File: src/rtl/mem_req_arbiter_pkg.sv
// Shared definitions for the IF/EX memory-port arbiter: request bus layout and requester IDs.
`ifndef MEM_REQ_ARBITER_MACROS
`define MEM_REQ_ARBITER_MACROS
`define SRAM_REQ_BUS_LEN 71
`define ARB_ID_INST 1'b0
`define ARB_ID_DATA 1'b1
`define SRAM_REQ_WR    70
`define SRAM_REQ_SIZE  69:68
`define SRAM_REQ_WSTRB 67:64
`define SRAM_REQ_ADDR  63:32
`define SRAM_REQ_WDATA 31:0
`endif

package mem_req_arbiter_pkg;
  localparam int SRAM_REQ_BUS_LEN = `SRAM_REQ_BUS_LEN;

  typedef enum logic {
    ARB_ID_INST = `ARB_ID_INST,
    ARB_ID_DATA = `ARB_ID_DATA
  } arb_id_e;
endpackage

File: src/rtl/mem_req_arbiter_id_fifo.sv
// In-order record of which requester owns each accepted-but-unreturned memory request.
module arb_id_fifo #(
  parameter int OUTST = 2
) (
  input  logic                   clk,
  input  logic                   reset,
  input  logic                   i_push,
  input  logic                   i_din,
  input  logic                   i_pop,
  output logic                   o_head,
  output logic                   o_empty,
  output logic                   o_full,
  output logic [$clog2(OUTST):0] o_count
);
  localparam int PW = (OUTST > 1) ? $clog2(OUTST) : 1;
  localparam int CW = $clog2(OUTST) + 1;

  logic [OUTST-1:0] r_mem;
  logic [PW-1:0]    r_wr_ptr;
  logic [PW-1:0]    r_rd_ptr;
  logic [CW-1:0]    r_count;
  logic             w_push;
  logic             w_pop;

  assign o_empty = (r_count == '0);
  assign o_full  = (r_count == CW'(OUTST));
  assign o_count = r_count;
  assign o_head  = r_mem[r_rd_ptr];
  // A push into a full FIFO is only safe when a pop frees the slot in the same cycle.
  assign w_push  = i_push & (~o_full | i_pop);
  assign w_pop   = i_pop & ~o_empty;

  always_ff @(posedge clk or posedge reset) begin
    if (reset) begin
      r_mem    <= '0;
      r_wr_ptr <= '0;
      r_rd_ptr <= '0;
      r_count  <= '0;
    end else begin
      if (w_push) begin
        r_mem[r_wr_ptr] <= i_din;
        r_wr_ptr        <= (r_wr_ptr == PW'(OUTST - 1)) ? '0 : r_wr_ptr + PW'(1);
      end
      if (w_pop) begin
        r_rd_ptr <= (r_rd_ptr == PW'(OUTST - 1)) ? '0 : r_rd_ptr + PW'(1);
      end
      case ({w_push, w_pop})
        2'b10:   r_count <= r_count + CW'(1);
        2'b01:   r_count <= r_count - CW'(1);
        default: r_count <= r_count;
      endcase
    end
  end
endmodule

File: src/rtl/mem_req_arbiter.sv
// Shares one sram-like port between fetch and data requesters; data has priority,
// fetch is forced after MAX_DATA_RUN back-to-back data grants, responses routed in order.
module mem_req_arbiter
  import mem_req_arbiter_pkg::*;
#(
  parameter int OUTST        = 2,
  parameter int MAX_DATA_RUN = 4
) (
  input  logic                        clk,
  input  logic                        reset,
  input  logic                        inst_req,
  input  logic [SRAM_REQ_BUS_LEN-1:0] inst_req_bus,
  output logic                        inst_addr_ok,
  output logic                        inst_data_ok,
  output logic [31:0]                 inst_rdata,
  input  logic                        data_req,
  input  logic [SRAM_REQ_BUS_LEN-1:0] data_req_bus,
  output logic                        data_addr_ok,
  output logic                        data_data_ok,
  output logic [31:0]                 data_rdata,
  output logic                        mem_req,
  output logic [SRAM_REQ_BUS_LEN-1:0] mem_req_bus,
  input  logic                        mem_addr_ok,
  input  logic                        mem_data_ok,
  input  logic [31:0]                 mem_rdata,
  output logic                        busy
);
  localparam int RW = $clog2(MAX_DATA_RUN + 1);
  localparam int CW = $clog2(OUTST) + 1;

  logic            r_lock_valid;
  arb_id_e         r_lock_id;
  logic [RW-1:0]   r_data_run;
  logic            w_gnt_valid;
  arb_id_e         w_gnt_id;
  logic            w_accept;
  logic            w_resp;
  logic            w_head;
  logic            w_empty;
  logic            w_full;
  logic [CW-1:0]   w_count;

  always_comb begin
    w_gnt_valid = 1'b0;
    w_gnt_id    = ARB_ID_DATA;
    if (!w_full) begin
      // A stalled grant stays with its owner until the handshake completes.
      if (r_lock_valid) begin
        w_gnt_id    = r_lock_id;
        w_gnt_valid = (r_lock_id == ARB_ID_DATA) ? data_req : inst_req;
      end else if (inst_req && data_req) begin
        w_gnt_valid = 1'b1;
        w_gnt_id    = (r_data_run == RW'(MAX_DATA_RUN)) ? ARB_ID_INST : ARB_ID_DATA;
      end else if (data_req) begin
        w_gnt_valid = 1'b1;
        w_gnt_id    = ARB_ID_DATA;
      end else if (inst_req) begin
        w_gnt_valid = 1'b1;
        w_gnt_id    = ARB_ID_INST;
      end
    end
  end

  assign mem_req      = w_gnt_valid;
  assign mem_req_bus  = (w_gnt_id == ARB_ID_DATA) ? data_req_bus : inst_req_bus;
  assign w_accept     = mem_req & mem_addr_ok;
  assign inst_addr_ok = w_accept & (w_gnt_id == ARB_ID_INST);
  assign data_addr_ok = w_accept & (w_gnt_id == ARB_ID_DATA);

  // Responses arriving with nothing outstanding are silently dropped.
  assign w_resp       = mem_data_ok & ~w_empty;
  assign data_data_ok = w_resp & (w_head == ARB_ID_DATA);
  assign inst_data_ok = w_resp & (w_head == ARB_ID_INST);
  assign inst_rdata   = mem_rdata;
  assign data_rdata   = mem_rdata;
  assign busy         = (w_count != '0) | mem_req;

  always_ff @(posedge clk or posedge reset) begin
    if (reset) begin
      r_lock_valid <= 1'b0;
      r_lock_id    <= ARB_ID_INST;
      r_data_run   <= '0;
    end else begin
      if (mem_req && !mem_addr_ok) begin
        r_lock_valid <= 1'b1;
        r_lock_id    <= w_gnt_id;
      end else if (w_accept) begin
        r_lock_valid <= 1'b0;
      end
      if (w_accept) begin
        if (w_gnt_id == ARB_ID_DATA && inst_req) begin
          if (r_data_run != RW'(MAX_DATA_RUN)) r_data_run <= r_data_run + RW'(1);
        end else begin
          r_data_run <= '0;
        end
      end
    end
  end

  arb_id_fifo #(.OUTST(OUTST)) u_id_fifo (
    .clk     (clk),
    .reset   (reset),
    .i_push  (w_accept),
    .i_din   (w_gnt_id == ARB_ID_DATA),
    .i_pop   (w_resp),
    .o_head  (w_head),
    .o_empty (w_empty),
    .o_full  (w_full),
    .o_count (w_count)
  );
endmodule

File: config.mk
export PLATFORM = sky130hd
export DESIGN_NAME = mem_req_arbiter
export DESIGN_NICKNAME = d
export VERILOG_FILES = /design/src/rtl/mem_req_arbiter_pkg.sv /design/src/rtl/mem_req_arbiter_id_fifo.sv /design/src/rtl/mem_req_arbiter.sv
export SDC_FILE = /design/constraint.sdc
export NUM_CORES = 1
export LEC_CHECK = 0
export CAP_MARGIN = 20
export CORE_AREA = 2 2 124 126
export DETAILED_ROUTE_END_ITERATION = 6
export DIE_AREA = 0 0 126 128
export PLACE_DENSITY = 0.51
export SKIP_LAST_GASP = 1
export SLEW_MARGIN = 20
export SYNTH_ARGS = -nofsm -noshare
export SYNTH_HDL_FRONTEND = slang
export SYNTH_SLANG_ARGS = --single-unit
File: constraint.sdc
create_clock -name clk -period 6.7 [get_ports clk]
set_input_delay 1.005 -clock clk [delete_from_list [all_inputs] [get_ports clk]]
set_output_delay 1.005 -clock clk [all_outputs]
set_load 0.05 [all_outputs]
---- After elaboration in Yosys (flattened, before gate mapping) ----
Cells that the tools add are included.
word-level totals
  flip-flop bits (word level) ............. 11
  input port bits ......................... 180
  output and inout port bits .............. 141
  word-level logic and storage cells ...... 70
operators by class
  $add $sub $neg .......................... 5
  magnitude comparators ................... 3
  equality and inequality tests ........... 6
  multiplexer cells ....................... 25
  bitwise gates (word level) .............. 14
  reductions and logical operators ........ 10
operators with widths
  operator                                                                  count
  71-bit 2-to-1 mux                                                         1
  1-bit 2-to-1 mux                                                          19
  1-bit bitwise AND                                                         8
  3-bit 2-to-1 mux                                                          2
  2-bit nonzero test                                                        3
  2-bit equality test (second input constant)                               2
  1-bit logical AND                                                         4
  1-bit by 2-bit < comparator with 1-bit output (second input constant)     2
  1-bit inverter                                                            4
  2-bit case mux with 2 select lines                                        1
  3-bit by 1-bit adder with 3-bit output (second input constant)            1
  3-bit equality test (second input constant)                               1
  3-bit inequality test (second input constant)                             1
  1-bit adder (second input constant)                                       2
  2-bit by 1-bit adder with 2-bit output (second input constant)            1
  2-bit bitwise mux                                                         1
  2-bit by 1-bit equality test with 1-bit output (second input constant)    1
  2-bit zero test                                                           1
  2-bit by 1-bit inequality test with 1-bit output (second input constant)  1
  1-bit OR                                                                  2
  2-bit AND reduction                                                       1
  2-bit by 1-bit subtractor with 2-bit output (second input constant)       1
  1-bit demux with 1-bit select                                             1
  1-bit >= comparator (second input constant)                               1
  1-bit zero test                                                           1

---- Logic depth before layout (Yosys ltp) ----
Gate-level depths: netlist of the first run.
  depth in word-level cells ............... 9
  depth in mapped cells ................... 9
  mapped depth without buffers ............ 8

---- By module ----
From an unflattened synthesis of the first run, not the netlist that was laid out.
unflattened totals
  cells, all modules ...................... 211
  area total of the unflattened synthesis .. 2,035.7 um^2
modules (own cells, without submodules)
  module           times used  cells an instance  area an instance (um^2)  seq. area each (um^2)
  mem_req_arbiter  1           185                1,737.9                  125.1
  arb_id_fifo      1           26                 297.8                    150.1

---- Worst setup path after synthesis of the first run ----
No wires, ideal clock.
  path kind ............................... input to output
  start point ............................. in data_req
  end point ............................... out inst_addr_ok
  arrival time ............................ 3,072 ps
  required time ........................... 5,695 ps
  path slack .............................. 2,623 ps
  stages on the path ...................... 5
  path buffers ............................ 0
  cells stage by stage .................... mux2i_1 a211oi_2 and2_1 inv_2 nor2_1
between the ends
  word-level cells in the longest chain between the ends .. 6
  elaborated cells on any way between the ends .. 13
  classes of those cells .................. mux: 9; bitwise: 3; reduce/logical: 1
ends and longest elaborated chain
  element                                                line                                          text
  from (decl)                                            mem_req_arbiter.sv:16                         input logic data_req,
  1-bit 2-to-1 mux or 1-bit logical AND (tied branches)  mem_req_arbiter.sv:54, mem_req_arbiter.sv:51
  1-bit 2-to-1 mux                                       mem_req_arbiter.sv:51                         end else if (inst_req && data_req) begin
  1-bit 2-to-1 mux (*)                                   mem_req_arbiter.sv:48                         if (r_lock_valid) begin
  1-bit 2-to-1 mux (*)                                   mem_req_arbiter.sv:46                         if (!w_full) begin
  net mem_req                                            mem_req_arbiter.sv:21                         output logic mem_req,
  1-bit bitwise AND (*)                                  mem_req_arbiter.sv:66                         assign w_accept = mem_req & mem_addr_ok;
  1-bit bitwise AND (*)                                  mem_req_arbiter.sv:67                         assign inst_addr_ok = w_accept & (w_gnt_id == ARB_ID_INST);
  to (decl)                                              mem_req_arbiter.sv:13                         output logic inst_addr_ok,
Mark *: on every way through the listed nets, which the timed path passes. The rest lies on a longest branch.

---- Final worst setup path of the first run ----
  start point ............................. in data_req
  end point ............................... out mem_req_bus[58]
between the ends
  word-level cells in the longest chain between the ends .. 5
  elaborated cells on any way between the ends .. 6
  classes of those cells .................. mux: 5; reduce/logical: 1
ends and longest elaborated chain
  element                                                line                                          text
  1-bit 2-to-1 mux or 1-bit logical AND (tied branches)  mem_req_arbiter.sv:54, mem_req_arbiter.sv:51
  1-bit 2-to-1 mux (*)                                   mem_req_arbiter.sv:51
  1-bit 2-to-1 mux (*)                                   mem_req_arbiter.sv:48
  1-bit 2-to-1 mux (*)                                   mem_req_arbiter.sv:46
  71-bit 2-to-1 mux (*)                                  mem_req_arbiter.sv:65                         assign mem_req_bus = (w_gnt_id == ARB_ID_DATA) ? data_req_bus : inst_req_bus;
  to (decl)                                              mem_req_arbiter.sv:22                         output logic [SRAM_REQ_BUS_LEN-1:0] mem_req_bus,
Every way passes the cells marked *; elsewhere a longest branch is shown, timed or not.

==> results of run 1 <==
synthesized netlist by cell type:
library cell,number
sky130_fd_sc_hd__inv_2,1
sky130_fd_sc_hd__a32o_1,2
sky130_fd_sc_hd__nor2_1,7
sky130_fd_sc_hd__a31oi_1,2
sky130_fd_sc_hd__nand3b_1,2
sky130_fd_sc_hd__a211oi_2,1
sky130_fd_sc_hd__or2_1,1
sky130_fd_sc_hd__ha_1,3
sky130_fd_sc_hd__or3_1,1
sky130_fd_sc_hd__nand3_1,2
sky130_fd_sc_hd__o21ai_0,1
sky130_fd_sc_hd__buf_4,64
sky130_fd_sc_hd__a21bo_1,1
sky130_fd_sc_hd__o211ai_1,1
sky130_fd_sc_hd__a21oi_1,2
sky130_fd_sc_hd__mux2_4,12
sky130_fd_sc_hd__nand2_1,1
sky130_fd_sc_hd__nor2b_1,4
sky130_fd_sc_hd__mux2_1,59
sky130_fd_sc_hd__xnor2_1,4
sky130_fd_sc_hd__nand4_1,1
sky130_fd_sc_hd__xor2_1,1
sky130_fd_sc_hd__and2_1,3
sky130_fd_sc_hd__nor3b_1,1
sky130_fd_sc_hd__mux2_2,3
sky130_fd_sc_hd__buf_2,6
sky130_fd_sc_hd__buf_6,3
sky130_fd_sc_hd__dfrtp_1,11
sky130_fd_sc_hd__mux2i_1,2
sky130_fd_sc_hd__inv_1,5
metal layers:
layer	vias up	part of all wire [%]
li1	963	-
met1	946	44
met2	173	44
met3	2	12
met4	0	0.18
met5	-	0
worst reg2reg max path, delay by kind of cell, from the launching register on:
| family | cells | cell delay [ns] |
|---|---|---|
| multiplexers | 1 | 0.17 |
| buffers and inverters | 1 | 0.09 |
| flip-flops | 1 | 0.42 |
| adder cells (fa/ha/maj) | 1 | 0.21 |
| AND/OR/NAND/NOR | 2 | 0.44 |
| XOR/XNOR | 2 | 0.29 |
| AO/OA/AOI/OAI | 1 | 0.50 |
cell type report:
class / count / share of cell area [%]
flip-flops and latches: 11 / 6.78
clock buffers: 4 / 1.94
inverters: 6 / 0.555
well taps: 188 / 5.80
repair buffers: 225 / 55.7
multi-input cells: 117 / 29.2
worst paths after layout:
kind | startpoint | end | slack [ns]
max | data_req | mem_req_bus[58] | 1.81
min | u_id_fifo.r_wr_ptr | u_id_fifo.r_wr_ptr | 0.48
max reg2reg | r_lock_id | u_id_fifo.o_count[1] | 4.46
min reg2reg | u_id_fifo.r_wr_ptr | u_id_fifo.r_wr_ptr | 0.48
max in group asynchronous | reset | u_id_fifo.r_rd_ptr | 5.32
min in group asynchronous | reset | r_lock_valid | 1.08
state kept, by name, indices dropped and copies added (netlist names):
signal,cells
r_data_run,3
r_lock_id,1
r_lock_valid,1
u_id_fifo.o_count,2
u_id_fifo.r_mem,2
u_id_fifo.r_rd_ptr,1
u_id_fifo.r_wr_ptr,1
power groups by stage:
stage,logic (mW),clock network (mW),registers [mW]
after global routing,1.19,0.113,0.133
final,1.14,0.106,0.127
after CTS,1.16,0.110,0.127
after floorplan,0.878,0,0.119
after detailed placement,1.15,0,0.128
after global placement,1.15,0,0.126
cells by family after synthesis:
logic type / Yosys count / synth area share [%]
AO/OA/AOI/OAI: 10 / 3.83
XOR/XNOR: 5 / 2.16
adder cells (fa/ha/maj): 3 / 1.85
buffers and inverters: 79 / 28.0
flip-flops: 11 / 13.6
multiplexers: 76 / 44.4
AND/OR/NAND/NOR: 23 / 6.18
metrics by stage:
stage          utilization [%]  setup slack (ns)  total power, mW
6_report                  27.3              1.81             1.38
3_5_place_dp              26.8              1.77             1.28
2_1_floorplan                -              2.62            0.997
3_3_place_gp              26.8              1.80             1.27
4_1_cts                   27.3              1.75             1.40
5_1_grt                   27.3              1.65             1.44
==> results list, run 1 <==
- Fraction of met3 tracks used by global routing: 5.34%
- Combinational logic is responsible for 83.1% of the overall power.
- Maximum vdd drop: 0.183 mV
* Clk slew on worst S/H paths: 0.04 ns
- Across the whole layout, storage elements account for 275 um2.
- After synthesis, flip-flops and latches occupy 13.6% of the total area.
- Dividing the final minimum period by the clock period gives 73.0%.
* Post-synthesis cell type with the largest combined area: sky130_fd_sc_hd__mux2_1
- The first global-routing pass estimated 13200 um of wire.
- Initial core utilization: 13.6%
- Final RePlAce weighted congestion: 0.713
* Crit start category: input port
* Count of cells along the worst hold path: 1
- Ranked by total cell area, the synthesized netlist is headed by sky130_fd_sc_hd__mux2_1, sky130_fd_sc_hd__buf_4, sky130_fd_sc_hd__dfrtp_1.
- In this run the static leakage power is 1.56 nW.
- Antenna violations before repair: 0
- Summed over all nets, the switching power comes to 0.744 mW.
* Synthesized area per cell: 9.78 um2
* Total buffers and inverters traversed by the critical path: 3
* Final Slew Violations: 0
* Worst-Skew Late Latency: 0.23 ns
- In this run, post-CTS repair resized a total of 0 instances.
- The routed design could run at a clock period as short as 4.89 ns.
* Share of power burned in registers: 9.2%
* Arrival time at the worst endpoint: 3.88 ns
- The multi-input combinational cells in the finished layout cover a total of 1180 um2.
- The internal portion of the total power is 0.632 mW.
- For the pin with the worst max-slew slack, the measured transition is 0.569 ns.
- Diode count: 0
- Overall global routing resource usage: 10.6%
- Hold repair after CTS inserted 0 buffers.
* # Post-CTS Setup Buffers: 0
* Placed inst area: 3980 um2
* Number of endpoints with negative hold slack in the final report: 0
- Global routing consumed, on the met2 layer, 16.2% of the routing resources.
- In this run, distinct cell masters in the synthesized netlist total 30.
- Max-cap violation count: 0
- The critical path runs through a total of 7 cells.
* Worst slew margin relative to its limit: 61.9%
- Drt first-iter violations: 32
- After global routing the overflow that remains totals 0.
- The net count of the finished layout is 547.
- Hold Path Class: reg -> reg
- Synthesis produced a netlist with a net count of 390.
- From bottom edge to top edge, the die measures 128 um.
- Routed WL: 9590 um
- Mean routed wirelength per cell: 17.4 um
* Required time worst endpoint: 5.69 ns
* Dominant delay contributor by cell family on the critical path: buffers and inverters
- Via count of the first global-routing pass: 2106
- Area of the mapped netlist: 2020 um2
- TritonCTS built the clock tree.
- The synthesized design devotes to its leading area cell type 32.8% of total area.
* Total of buffers placed on input and output ports: 224
- Gr busiest metal: met2
- Of all nets on the critical path, the largest fanout is 55.
- Setup Crit Path Kind: in -> out
- After routing the design area is 4060 um2.
- The library cell used most frequently in the layout, excluding fill and tap cells, is sky130_fd_sc_hd__clkdlybuf4s50_1.
- Count of state elements after synthesis: 11
- For the final routed database, the setup TNS stands at 0 ns.
- Cell with the most instances on the worst path: sky130_fd_sc_hd__clkdlybuf4s50_1
- Stage delay of the slowest cell on the critical path: 0.73 ns
- Fraction of power consumed by the clock network: 7.7%
* Run status: complete, no violations
- Capturing element type of the critical path: primary output
- Clock buffer depth: 2
* Remaining design rule violation count: 0
- For met1 alone, demand over resource in global routing was 13.9%.
* Overall die area: 16100 um2
* Non-Filler Instances: 551
- For the worst flop-to-flop path, the logic depth is 8.
- The post-route netlist has 6.06% of its cells at a drive strength greater than 1.
* Post-detailed-placement half-perimeter wirelength: 8140 um
- TritonCTS created 3 clock buffers.
* Row count: 45
- The tightest hold path in the finished design has a slack of 0.484 ns.
* Max H-tree Level: 1
- During I/O placement, the number of pins put on the boundary was 321.
- The first detailed-routing pass ran for 4 iterations.
- Setup violations remaining at the end of the flow were counted as 0.
- Switching power as a share of total power: 54.1%
* Cell with the largest stage delay on the worst path: sky130_fd_sc_hd__clkdlybuf4s50_1
- Placed Instances: 547
* Synth-to-Final Area Change: 100%
* Area of the core region: 14900 um2
- Synthesis produced a netlist whose cell count is 207.
- The layout has 1574 filler cells.
- CP cell instances: clkdlybuf4s50_1 > a21bo_1 > a31oi_1 > or2_4 > buf_12 > mux2_1 > clkdlybuf4s50_1
- Maximum number of pins on one net before global-route repair: 56
* Root Driver: sky130_fd_sc_hd__clkbuf_16
* Unrepaired setup endpoints after global routing: no
- Across the routed clock network, the largest skew measured is 0.000865 ns.
- Clk sink count: 11
- Power density over the cells: 339 nW/um2
- Ratio of routed vias to standard cells: 3.78
- Highest Clock Rate: 0.205 GHz
- Yosys warning count: 0
* Final ANT Viol Nets: 0
- In the layout the commonest cells are sky130_fd_sc_hd__clkdlybuf4s50_1, sky130_fd_sc_hd__mux2_1, sky130_fd_sc_hd__mux2_4, sky130_fd_sc_hd__dfrtp_1, sky130_fd_sc_hd__nor2_1.
- X dimension of the die: 126 um
- The final route contains 2084 vias.
Power figures use the tool's default switching activity.
==> run 2: changes to the inputs <==
Settings changed: CORE_AREA 2 2 124 126 to 2 2 126 128, DIE_AREA 0 0 126 128 to 0 0 128 130, PLACE_DENSITY 0.51 to 0.5.
Clock period 6.7 ns to 4.75 ns, I/O delays scaled along.
==> run 2 against run 1 <==
Against the previous run:
- setup slack lost 1.1 ns
- via count shrank 1.1%
- first-iteration DRC count grew 6.3%
- register-to-register slack lost 1.7 ns
- critical path type unchanged
- routed wire length shrank 5.1%
- clock power grew 49%
==> results list, run 2 (same netlist as run 1, synthesis figures left out) <==
* Post-Route Hold Slack: 0.493 ns (+0.00892 ns)
- The largest fanout on the critical path was 35 (-36%).
* Total overflow reported by the global router: 0 (unchanged)
- Count of instances resized after the clock tree is built: 0 (unchanged)
- Final non-filler cell area: 4080 um2 (+0.49%)
- The final number of setup-violating endpoints came to 0 (unchanged).
- The worst register-to-register path begins at r_data_run[0].
- Hold buffers post-CTS: 0 (unchanged)
- Termination of the worst setup path: mem_req_bus[8]
* Commonest non-fill, non-tap cell in the layout: sky130_fd_sc_hd__clkdlybuf4s50_1
- Remaining design rule violation count: 0 (unchanged)
- Static timing analysis puts the maximum clock frequency at 0.248 GHz.
* Worst setup slack for register-to-register paths: 2.81 ns (-1.65 ns)
- Layout net count: 549 (+0.37%)
- The number of buffers created by CTS is 3 (unchanged).
* Final Slew Violations: 0 (unchanged)
- Arrival time at the worst endpoint: 3.32 ns (-0.56 ns)
- Worst r2r dst: r_data_run[1]
- The largest net degree at the start of global routing came to 44 (-21%).
- The number of max-cap violations came to 0 (unchanged).
- Via count: 2062 (-1.1%)
* Run status: complete, no violations
- TritonCTS clock tree: yes
- The worst path setup slack after routing came to 0.717 ns (-1.10 ns).
* Post-detailed-placement half-perimeter wirelength: 7680 um (-5.7%)
- Overall global routing resource usage: 9.58% (-1.0 points)
- Drt first-iter violations: 34 (+6.3%)
* Crit start category: input port
- The detail-routed net length per standard cell is 16.3 um (-6.1%).
* Met2 track utilization from global routing: 14.2% (-2.0 points)
- The met1 demand-to-capacity share in global routing came to 12.8% (-1.1 points).
- Worst-Skew Late Latency: 0.24 ns (about the same)
- Setup Crit Path Kind: in -> out
- Required time worst endpoint: 4.04 ns (-1.65 ns)
- Diode count: 0 (unchanged)
- Fraction of met3 tracks used by global routing: 4.92% (-0.42 points)
- Post-route clock skew: 0.00232 ns (+0.00145 ns)
- Leakage power total: 1.57 nW (+0.60%)
* Antenna violations before repair: 0 (unchanged)
- Placed inst area: 4000 um2 (+0.50%)
- The power density over the cells came to 484 nW/um2 (+43%).
- The average via count per standard cell was 3.70 (-2.1%).
- The total number of placement rows was 46 (+2.2%).
- Overall die area: 16600 um2 (+3.2%)
- Max H-tree Level: 1 (unchanged)
- Clk sink count: 11 (unchanged)
- Largest Register: r_data_run
* Final ANT Viol Nets: 0 (unchanged)
- Final TNS setup: 0 ns (unchanged)
* Synth-to-Final Area Change: 101%
- The clock-pin slew on the worst setup and hold paths is 0.04 ns (about the same).
- The fill cell instance count of the final layout is 1618 (+2.8%).
- The core footprint came to 15400 um2 (+3.8%).
- The count of cells along the worst register-to-register path is 7 (-1).
- The worst path in the final design needs a cycle of 4.03 ns, including I/O delays and setup.
- Maximum vdd drop: 0.427 mV (+130%)
- The tightest min-delay check is of the reg -> reg type.
- The initial standard-cell utilization of the core was 13.1% (-0.49 points).
* Worst setup timing slack at the placement stage: 0.698 ns (-1.07 ns)
* Clock buffer depth: 2 (unchanged)
- Wire length of the first global-routing pass: 12000 um (-8.5%)
- The weighted congestion at the end of routability-driven global placement is 0.699 (-2.0%).
- Setup repair after global routing left no endpoint under its margin.
- The top cell types in the final layout, fill and taps aside, are sky130_fd_sc_hd__clkdlybuf4s50_1, sky130_fd_sc_hd__mux2_1, sky130_fd_sc_hd__mux2_4, sky130_fd_sc_hd__dfrtp_1, sky130_fd_sc_hd__nor2_1.
* Worst slew margin relative to its limit: 54.0% (-8.0 points)
* Overall die height: 130 um (+1.6%)
* Part of the cycle the worst path needs: 84.9%
* # Post-CTS Setup Buffers: 0 (unchanged)
- STA classifies the critical path endpoint as a primary output.
- The number of flip-flops in the largest register was 3 (unchanged).
- Origin of the worst setup path: data_req
* Root Driver: sky130_fd_sc_hd__clkbuf_16
- Worst slew pin tran: 0.688 ns (+0.119 ns)
* X dimension of the die: 128 um (+1.6%)
- The final hold violation count came to 0 (unchanged).
* Layout cell share with drive strength beyond 1: 6.58% (+0.51 points)
- Count of boundary I/O pins: 321 (unchanged)
* Via count of the first global-routing pass: 2030 (-3.6%)
* DR pass1 iterations: 4 (unchanged)
- Routed WL: 9100 um (-5.1%)
- The number of buffers inserted by port buffering was 224 (unchanged).
* Gr busiest metal: met2
-- run 2: changes by cell type in the layout (fill, tap and decap cells not counted), sizes merged --
cell | before | now
buf | 1 | 3
-- run 2: critical path, stage by stage --
cell	delay [ns]
sky130_fd_sc_hd__clkdlybuf4s50_1	0.49
sky130_fd_sc_hd__a21bo_1	0.20
sky130_fd_sc_hd__a31oi_1	0.21
sky130_fd_sc_hd__or2_4	0.18
sky130_fd_sc_hd__buf_4	0.39
sky130_fd_sc_hd__mux2_1	0.39
sky130_fd_sc_hd__clkdlybuf4s50_1	0.71
-- run 2: area by class of cell --
class	instances	area [um2]	area share [%]
Timing Repair Buffer	227	2280	55.8
Multi-Input combinational cell	117	1180	29.0
Sequential cell	11	275	6.75
Tap cell	192	240	5.89
Clock buffer	4	78.8	1.93
Inverter	6	22.5	0.552
-- run 2: worst min path at each step --
stage                       startpoint                  to  slack, ns  depth (start not counted)
floorplan           u_id_fifo.r_wr_ptr  u_id_fifo.r_wr_ptr       0.46                          1
global placement    u_id_fifo.r_wr_ptr  u_id_fifo.r_wr_ptr       0.48                          1
detailed placement  u_id_fifo.r_wr_ptr  u_id_fifo.r_wr_ptr       0.49                          1
CTS                 u_id_fifo.r_wr_ptr  u_id_fifo.r_wr_ptr       0.49                          1
global route        u_id_fifo.r_wr_ptr  u_id_fifo.r_wr_ptr       0.51                          1
finish              u_id_fifo.r_wr_ptr  u_id_fifo.r_wr_ptr       0.49                          1
-- run 2: metal layers --
metal	vias up	routed length [um]
met5	-	0
met4	0	27
met3	3	1290
met2	177	3730
met1	916	4060
li1	966	-
-- run 2: stage by stage --
step | utilization, % | cells | total power [mW]
after global routing | 26.4 | 557 | 2.06
after CTS | 26.4 | 557 | 1.99
after global placement | 25.9 | 553 | 1.82
final | 26.4 | 557 | 1.97
after floorplan | - | 207 | 1.41
after detailed placement | 25.9 | 553 | 1.82
-- run 2: report_power, final --
part	switching, mW	internal (mW)
clock	0.0449	0.113
sequential	0.0417	0.136
combinational	0.984	0.653
total	1.07	0.902
==> run 3: changes to the inputs <==
Clock period 4.75 ns to 4.1 ns, I/O delays scaled along.
==> run 3 against run 2 <==
Against the previous run:
- global-route usage fell by 0.25 points
- via count fell by 1.7%
- combinational power rose by 12%
- first-iteration DRC count rose by 12%
- setup slack got worse by 0.37 ns
- routed wire length fell by 1.8%
- critical path depth did not move
- clock skew fell by 0.0018 ns
- highest routed layer unchanged
- design area fell by 3.0%
- critical path type unchanged
- worst hold slack got worse by 0.0043 ns
==> results list, run 3 (same netlist as run 1, synthesis figures left out) <==
- The worst clock skew came to 0.000548 ns (-0.00177 ns).
- The total number of nets in the final design was 549 (unchanged).
* Routed WL: 8940 um (-1.8%)
* Post-detailed-placement half-perimeter wirelength: 7700 um (+0.27%)
* Ratio of routed vias to standard cells: 3.64 (-1.7%)
- Clk sink count: 11 (unchanged)
- The worst-case clock buffer depth came to 2 (unchanged).
* Layout cell share with drive strength beyond 1: 18.6% (+12 points)
* Number of endpoints with negative hold slack in the final report: 0 (unchanged)
- The total via count after detailed routing came to 2027 (-1.7%).
- The global-route wire length before repair came to 11700 um (-2.6%).
- The height of the chip was 130 um (unchanged).
- Mean routed wirelength per cell: 16.1 um (-1.8%)
* Switching power as a share of total power: 55.1% (+0.83 points)
* Final TNS setup: 0 ns (unchanged)
- Max-cap violation count: 0 (unchanged)
* Final Slew Violations: 0 (unchanged)
- The first-iteration detailed-routing DRC count came to 38 (+12%).
* Total of buffers placed on input and output ports: 224 (unchanged)
* Overall die area: 16600 um2 (unchanged)
- The number of routed nets with antenna violations was 0 (unchanged).
- Leakage power total: 1.60 nW (+2.2%)
- Met2 wire len: 3630 um (-2.8%)
* Flip-flop count of the largest register, all copies and words added: 3 (unchanged)
* Area used by multi-input combinational logic: 1180 um2 (unchanged)
* Share of power burned in registers: 9.2% (+0.2 points)
- Run status: complete, no violations
- The clock-pin slew on the worst setup and hold paths is 0.04 ns (about the same).
* Final RePlAce weighted congestion: 0.700 (+0.23%)
- Worst-path maximum fanout: 38 (+8.6%)
- DR pass1 iterations: 4 (unchanged)
- Via count of the first global-routing pass: 1991 (-1.9%)
- The number of design rule violations left after detail routing was 0 (unchanged).
* Uppermost routed layer: met4
- The arrival time reported for the critical path endpoint is 3.14 ns (-0.18 ns).
- The count of antenna diodes in the layout came to 0 (unchanged).
- Unrepaired setup endpoints after global routing: no
- Setup violations, final: 0 (unchanged)
* Maximum vdd drop: 0.322 mV (-25%)
- Part of the cycle the worst path needs: 91.5%
- Setup WS post-layout: 0.348 ns (-0.369 ns)
- Met3 Routed Length: 1630 um (+26%)
* Routed metal-1 wire length: 3670 um (-9.4%)
* Maximum number of pins on one net before global-route repair: 39 (-11%)
- The number of setup buffers added after CTS is 0 (unchanged).
- Area of the core region: 15400 um2 (unchanged)
- The number of ports placed on the die boundary is 321 (unchanged).
- Crit start category: input port
- The power density over the cells was 560 nW/um2 (+16%).
- Hold buffers post-CTS: 0 (unchanged)
* Final worst path period need: 3.75 ns
- Internal power consumption: 0.994 mW (+10%)
- Overall global routing resource usage: 9.33% (-0.25 points)
- The critical path goes through clkdlybuf4s50_1 > a21bo_1 > a31oi_1 > or2_4 > buf_4 > mux2_1 > buf_4.
- The initial antenna violation count came to 0 (unchanged).
- The critical path's largest stage delay came to 0.54 ns (-0.17 ns).
- Setup Crit Path Kind: in -> out
- The library cell used most frequently in the layout, excluding fill and tap cells, is sky130_fd_sc_hd__clkdlybuf4s50_1.
* Inserted Clock Buffers: 3 (unchanged)
* Cell with the most instances on the worst path: sky130_fd_sc_hd__buf_4
* Highest Clock Rate: 0.266 GHz
* Total overflow reported by the global router: 0 (unchanged)
- The initial standard-cell utilization of the core was 13.1% (unchanged).
- The post-cts gate resize count was 0 (unchanged).
- The required time at the endpoint of the critical path is 3.48 ns (-0.56 ns).
- The reported net switching power was 1.22 mW (+14%).
- The storage element area was 275 um2 (unchanged).
* Root Driver: sky130_fd_sc_hd__clkbuf_16
- Hold Path Class: reg -> reg
- Worst setup timing slack at the placement stage: 0.292 ns (-0.407 ns)
- Row count: 46 (unchanged)
- Combinational group share of total power: 82.8% (-0.2 points)
- Worst slew pin tran: 0.548 ns (-0.140 ns)
- Among all stages on the critical path, the largest delay is contributed by sky130_fd_sc_hd__buf_4.
- The die width came to 128 um (unchanged).
- Worst-Skew Late Latency: 0.23 ns (about the same)
- The fill cell instance count of the final layout is 1649 (+1.9%).
* Fraction of power consumed by the clock network: 8.0% (about the same)
- The H-tree depth was 1 (unchanged).
* Largest Register: r_data_run
- The remaining max-slew budget at the tightest pin is 63.5% (+9.5 points).
- Most used cells in the layout excluding fill and tap cells: sky130_fd_sc_hd__clkdlybuf4s50_1, sky130_fd_sc_hd__mux2_1, sky130_fd_sc_hd__buf_4, sky130_fd_sc_hd__mux2_4, sky130_fd_sc_hd__dfrtp_1
- Compared with the post-synthesis result, the final layout area differs by 95.4%.
- TritonCTS built the clock tree.
- Capturing element type of the critical path: primary output
==> run 3: routing by layer <==
metal | global-route usage (%) | vias to the layer above
met5 | 0 | -
met4 | 0.776 | 0
met3 | 7.18 | 4
met2 | 13.2 | 167
met1 | 11.6 | 891
li1 | - | 965
==> run 3: worst paths after layout <==
check                                   start            endpoint  slack (ns)  cells after the start
setup / recovery                     data_req     mem_req_bus[65]        0.35                      7
hold reg to reg            u_id_fifo.r_wr_ptr  u_id_fifo.r_wr_ptr        0.49                      1
min in group asynchronous               reset  u_id_fifo.r_mem[1]        0.69                      2
setup reg to reg                r_data_run[0]  u_id_fifo.r_mem[0]        1.69                      7
max in group asynchronous               reset       r_data_run[0]        3.11                      2
hold / removal             u_id_fifo.r_wr_ptr  u_id_fifo.r_wr_ptr        0.49                      1
==> run 3: area by class of cell <==
cell class | instances | share of cell area [%]
flip-flops and latches | 11 | 6.96
well taps | 192 | 6.07
inverters | 6 | 0.569
clock buffers | 4 | 1.99
multi-input cells | 117 | 29.9
repair buffers | 227 | 54.5
==> run 3: through the flow <==
step / utilization [%] / power [mW] / cell area (um2) / std cells / hold slack [ns]
6_report: 25.6 / 2.22 / 3960 / 557 / 0.489
3_3_place_gp: 25.1 / 2.05 / 3880 / 553 / 0.481
3_5_place_dp: 25.1 / 2.06 / 3880 / 553 / 0.482
2_1_floorplan: - / 1.63 / 2020 / 207 / 0.458
5_1_grt: 25.6 / 2.34 / 3960 / 557 / 0.526
4_1_cts: 25.6 / 2.25 / 3960 / 557 / 0.492
==> run 3: worst max-delay path: cells and delay by family <==
family                 cells  cell delay (ns)
buffers and inverters      3             1.23
and+or+nand+nor            1             0.43
muxes                      1             0.39
AOI/OAI and AO/OA          2             0.42
==> run 3: power by group through the flow <==
stage	clock network (mW)	logic [mW]	registers, mW
3_3_place_gp	0	1.84	0.205
3_5_place_dp	0	1.85	0.208
4_1_cts	0.180	1.86	0.206
2_1_floorplan	0	1.43	0.195
6_report	0.177	1.83	0.204
5_1_grt	0.193	1.93	0.214
